$ cat config.mk
export PLATFORM = sky130hd
export DESIGN_NAME = instr_fetch
export DESIGN_NICKNAME = d
export VERILOG_FILES = /design/src/rtl/instr_fetch.sv
export SDC_FILE = /design/constraint.sdc
export NUM_CORES = 1
export LEC_CHECK = 0
export BUFFER_PORTS_ARGS = -buffer_cell sky130_fd_sc_hd__buf_2
export CORE_MARGIN = 1.5
export CORE_UTILIZATION = 40
export DETAILED_ROUTE_END_ITERATION = 7
export PLACE_DENSITY = 0.66
export SLEW_MARGIN = 30
export SYNTH_ARGS = -nofsm -noshare
export SYNTH_HDL_FRONTEND = slang
export SYNTH_SLANG_ARGS = --single-unit
$ cat constraint.sdc
create_clock -name clk -period 3.16 [get_ports clk]
set_clock_uncertainty 0.15 [all_clocks]
set_input_delay 0.158 -clock clk [delete_from_list [all_inputs] [get_ports clk]]
set_output_delay 0.158 -clock clk [all_outputs]
set_load 0.02 [all_outputs]
$ cat src/rtl/instr_fetch.sv
// Fetch stage: issues word requests to instruction memory and holds the fetched
// word in an instruction register feeding the decoder, with stall and redirect.
module instr_fetch #(
    parameter int          N         = 32,
    parameter logic [N-1:0] RESET_PC  = '0,
    parameter logic [31:0] NOP_INSTR = 32'h0000_0013
) (
    input  logic         clk,
    input  logic         rst_n,
    output logic         imem_req,
    output logic [N-1:0] imem_addr,
    input  logic         imem_ready,
    input  logic [31:0]  imem_rdata,
    input  logic         stall,
    input  logic         redirect,
    input  logic [N-1:0] redirect_pc,
    output logic [31:0]  instr,
    output logic [N-1:0] pc,
    output logic         instr_valid,
    output logic         control_override,
    output logic         fetch_fault,
    output logic [31:0]  instr_count
);

    typedef enum logic {
        REQ  = 1'b0,
        HOLD = 1'b1
    } state_t;

    state_t       state_q, state_d;
    logic [N-1:0] fetch_pc_q, fetch_pc_d;
    logic [31:0]  instr_q, instr_d;
    logic [N-1:0] pc_q, pc_d;
    logic         instr_valid_q, instr_valid_d;
    logic         fetch_fault_q, fetch_fault_d;
    logic [31:0]  instr_count_q, instr_count_d;

    logic [N-1:0] redirect_aligned;
    logic         redirect_misaligned;

    assign redirect_aligned    = {redirect_pc[N-1:2], 2'b00};
    assign redirect_misaligned = (redirect_pc[1:0] != 2'b00);

    always_comb begin
        state_d       = state_q;
        fetch_pc_d    = fetch_pc_q;
        instr_d       = instr_q;
        pc_d          = pc_q;
        instr_valid_d = instr_valid_q;
        fetch_fault_d = fetch_fault_q;
        instr_count_d = instr_count_q;

        unique case (state_q)
            REQ: begin
                // A redirect wins over a same-cycle memory response, which is dropped.
                if (redirect) begin
                    fetch_pc_d    = redirect_aligned;
                    fetch_fault_d = fetch_fault_q | redirect_misaligned;
                end else if (imem_ready) begin
                    instr_d       = imem_rdata;
                    pc_d          = fetch_pc_q;
                    instr_valid_d = 1'b1;
                    fetch_pc_d    = fetch_pc_q + N'(4);
                    state_d       = HOLD;
                end
            end
            HOLD: begin
                // Redirect squashes the held word without counting it as consumed.
                if (redirect) begin
                    fetch_pc_d    = redirect_aligned;
                    fetch_fault_d = fetch_fault_q | redirect_misaligned;
                    instr_d       = NOP_INSTR;
                    instr_valid_d = 1'b0;
                    state_d       = REQ;
                end else if (!stall) begin
                    instr_count_d = instr_count_q + 32'd1;
                    instr_d       = NOP_INSTR;
                    instr_valid_d = 1'b0;
                    state_d       = REQ;
                end
            end
            default: state_d = REQ;
        endcase
    end

    always_ff @(posedge clk) begin
        if (!rst_n) begin
            state_q       <= REQ;
            fetch_pc_q    <= RESET_PC;
            instr_q       <= NOP_INSTR;
            pc_q          <= RESET_PC;
            instr_valid_q <= 1'b0;
            fetch_fault_q <= 1'b0;
            instr_count_q <= '0;
        end else begin
            state_q       <= state_d;
            fetch_pc_q    <= fetch_pc_d;
            instr_q       <= instr_d;
            pc_q          <= pc_d;
            instr_valid_q <= instr_valid_d;
            fetch_fault_q <= fetch_fault_d;
            instr_count_q <= instr_count_d;
        end
    end

    assign imem_req         = (state_q == REQ) && rst_n;
    assign imem_addr        = fetch_pc_q;
    assign instr            = instr_q;
    assign pc               = pc_q;
    assign instr_valid      = instr_valid_q;
    assign control_override = ~instr_valid_q;
    assign fetch_fault      = fetch_fault_q;
    assign instr_count      = instr_count_q;

endmodule

# Yosys cells after proc, flatten, opt, wreduce, memory -nomap -nowiden
# Cells that the tools add are included.
# Widths: inputs -> output; s select.
[word_totals]
ff_bits = 131
inputBits = 69
output_inout_bits = 132
wordCells = 45
[classes]
add_sub_neg = 2
eq_ne = 5
n_mux = 20
bitwise = 5
reduce_logical = 6
[ops]
columns = ["op", "count"]
rows = [
  ["$mux 32", 7],
  ["$pmux 32 s2", 2],
  ["$add 32x1->32 const B", 1],
  ["$add 32x3->32 const B", 1],
  ["$mux 1", 9],
  ["$reduce_and 3->1", 3],
  ["$ne 2x2->1 const B", 3],
  ["$ne 3x3->1 const B", 2],
  ["$not 1->1", 4],
  ["$pmux 1 s2", 2],
  ["$reduce_and 2->1", 1],
  ["$reduce_bool 2->1", 1],
  ["$logic_and 1x1->1", 1],
  ["$or 1x1->1", 1],
]

# Longest topological paths before layout
[logic_depth]
depth_word = 4
mapped_depth = 9
ltp_nobuf = 6

# Least setup slack after synthesis
# Ideal clock, no wire load.
[synth_path]
path_kind = "flip-flop to flip-flop"
start = "register instr_count_q[8] (netlist: instr_count[8])"
end = "register instr_count_q[26] (netlist: instr_count[26])"
setup_ns = 0.115
arrival_time_ns = 1.874
t_required_ns = 2.895
path_slack_ns = 1.021
path_stages_with_launch = 7
n_path_buf = 1
synth_period_minus_slack_ns = 2.139
cell_sequence = "dfxtp_1 > nand4_2 > or4_4 > buf_6 > nor4_2 > xor2_1 > and2_1"
[synth_between]
elab_chain_len = 1
[synth_lines]
columns = ["item", "line_no", "text"]
rows = [
  ["start: declaration", "36", "logic [31:0] instr_count_q, instr_count_d;"],
  ["start signal: assignment", "102", "instr_count_q <= instr_count_d;"],
  ["$add 32x1->32", "76", "instr_count_d = instr_count_q + 32'd1;"],
]
# No other way between the ends.
# A chain may end at the register's enable or synchronous reset.

# Worst setup path in the final report
[layout_path]
start = "register state_q"
end = "register instr_count_q[28] (netlist: instr_count[28])"
[layout_between]
elab_chain_len = 1
[layout_lines]
columns = ["item", "line_no", "text"]
rows = [
  ["start: declaration", "30", "state_t state_q, state_d;"],
  ["start signal: assignment", "96", "state_q <= state_d;"],
  ["$reduce_and 3->1 (no source line)", "-", ""],
]
# No other way between the ends.

==> reports/results.tsv <==
metric	value	unit
status	complete, no violations	
IO Pins	201	
full die area	14800	um^2
Post-DRT Antenna Nets	0	
final cell count without fillers	1071	
Worst-Skew Late Latency	0.42	ns
Hold-fix buffers, CTS	65	
FMAX	0.443	GHz
post-synth cell types	51	
1st-iter DRT viols	253	
worst hold path class	in -> reg	
Filler Cells Inserted	1220	
IO buf count	196	
synthesized flop and latch total	127	
Worst Hold Depth	4	
Num CTS Buffers	17	
Mapped Area	5640	um^2
Synth Warn #	0	
crit end category	register	
Starting Density	40.8	%
unrepaired setup endpoints after global routing	no	
largest family of logic cells by synthesized area	simple AND/OR/NAND/NOR gates	
DRC viols	0	
post-cts resize count	0	
xor/xnor cell area share of the yosys netlist	7.46	%
Post-DP HPWL	10.6	mm
total power	4.12	mW
FP Rows	43	
Reg clk slew, reported paths	0.06	ns
diode count	0	
wire per inst	15.3	um
first-pass GRT wire length	25.8	mm
Tightest Pin Transition	0.925	ns
Pwr per Cell Area	516	nW/um^2
post-route minimum period	2.26	ns
first-pass detailed-route iteration total	4	
Crit Path Class	reg -> reg	
max_cap viols	0	
Setup TNS Final	0	ns
post-synthesis adder-cell area fraction	0.444	%
Die Span Y	122	um
total setup buffers inserted after CTS	0	
placed cells	974	
Post-Syn Instances	628	
Synth Area in Simple Gates	26.0	%
Num Clock Sinks	127	
most frequent cells in the layout	buf_2 (195), dfxtp_1 (127), nand2_1 (95)	
clock root cell	clkbuf_16	
GRT Resource Usage Total	22.5	%
r2r setup slk	0.90	ns
Mapped Avg Cell Area	8.97	um^2
sequential share of the synthesized area	45.1	%
final core occ	57.7	%
Final GP Congestion	0.835	
Final Slew Violations	0	
number of setup violations in the final report	0	
Slew Limit Headroom	38.3	%
core area	13800	um^2
CP required	3.32	ns
total number of vias	5305	
Worst Path Max Fanout	16	
share of post-route cells with drive strength above 1	29.1	%
H-tree lvl count	4	
Setup crit start kind	register	
Area Growth Syn to Fin	41.7	%
largest net degree at the start of global routing	106	
CTS tree	yes	
initial antenna violation count	0	
worst r2r dst	instr_count[28]	
complex-gate fraction of the synthesized area	16.5	%
Reg2Reg Launch Point	state_q	
crit share post-route	71.4	%
r2r worst-path depth	5	
Final Hold Viols	0	
hold wc startpoint	redirect	
worst vdd ir	0.000359	V
leakage	3.54	nW
hold endpoint	instr_count[1]	
Die X	122	um
grt ovf	0	
commonest non-fill, non-tap cell in the layout	buf_2	
vias in the first global route	5062	
# nets final	949	
mux cell area share after synthesis	0.355	%
vias per cell	4.95	
DRT Wirelength	16.4	mm
Arr. time, crit path	2.41	ns
buffer depth of the longest clock path	2	
## flip-flops by register name, indices dropped and copies added (netlist names)
register and count:
fetch_fault 1, imem_addr 30, instr 32, instr_count 32, instr_valid 1, pc 30
state_q 1
## final cells by class
class	count	area, um^2	share of cell area [%]
repair buffers	271	1710	21.4
inverters	10	37.5	0.470
clock inverters	10	111	1.39
flip-flops and latches	127	2540	31.8
multi-input cells	451	2880	36.1
well taps	180	225	2.82
clock buffers	22	474	5.94
## worst max-delay path by stage
| stage | from | to | slack (ns) | cells after the start |
|---|---|---|---|---|
| 2_1_floorplan | instr_count[8] | instr_count[26] | 1.02 | 6 |
| 3_3_place_gp | state_q | instr_count[30] | 1.0 | 5 |
| 3_5_place_dp | state_q | instr_count[28] | 0.92 | 5 |
| 4_1_cts | state_q | instr_count[28] | 0.90 | 5 |
| 5_1_grt | state_q | instr_count[28] | 0.75 | 5 |
| 6_report | state_q | instr_count[28] | 0.90 | 5 |
## worst max-delay path, stage by stage (launching register included)
cell,delay [ns]
dfxtp_1,0.44
nor3b_4,0.51
nand4_4,0.35
nor4_2,0.41
xor2_1,0.10
and2_1,0.16
## per-stage QoR
step                hold slack, ns  setup WS [ns]  cell area, um^2
finish                      0.0574          0.903             7980
detailed placement           0.242          0.922             6750
global placement             0.236          0.995             6750
global route                0.0880          0.746             7980
CTS                         0.0419          0.901             7980
floorplan                    0.146           1.02             5650
## layer usage
metal,global-route usage [%],share of wire [%],vias to the layer above
met1,29.1,46,2424
met3,6.79,6.4,20
met4,8.53,1.4,0
met5,0,0,-
met2,35.3,46,187
li1,-,-,2674
## kinds of logic after synthesis
family | count (synthesis)
simple gates | 258
compound gates | 137
flops | 127
buf+inv | 53
xor+xnor | 48
fa+ha+maj | 2
mux | 2
other cells | 1
## Yosys cell counts (all sizes together)
library cell / n / share of area (%)
dfxtp: 127 / 45
nand2: 96 / 6.4
a21boi: 37 / 4.9
clkbuf: 33 / 2.2
nor2b: 33 / 3.7
a22oi: 29 / 3.9
o21ai: 29 / 2.6
xor2: 28 / 4.4
and2: 27 / 3.0
a21oi: 20 / 1.8
xnor2: 20 / 3.1
nand3: 18 / 1.7
nand4: 17 / 2.9
nor2: 13 / 0.87
nor4: 13 / 2.4
nor3: 11 / 1.2
buf: 10 / 1.2
inv: 10 / 0.67
and3: 8 / 0.89
or3: 8 / 0.89
nand2b: 7 / 0.78
o211a: 7 / 1.2
o22ai: 4 / 0.44
and4: 3 / 0.49
a211oi: 2 / 0.27
a31oi: 2 / 0.22
ha: 2 / 0.44
mux2i: 2 / 0.36
o21ba: 2 / 0.36
a21o: 1 / 0.13
a311o: 1 / 0.18
conb: 1 / 0.067
nand4b: 1 / 0.16
nor3b: 1 / 0.33
o2111a: 1 / 0.20
o21a: 1 / 0.13
o221ai: 1 / 0.16
or2: 1 / 0.11
or4: 1 / 0.20
## power by group
group | total (mW) | switching [mW] | internal [mW]
combinational | 0.464 | 0.257 | 0.208
clock | 1.93 | 0.714 | 1.22
sequential | 1.73 | 0.0634 | 1.66
total | 4.12 | 1.03 | 3.09
Power figures use the tool's default switching activity.
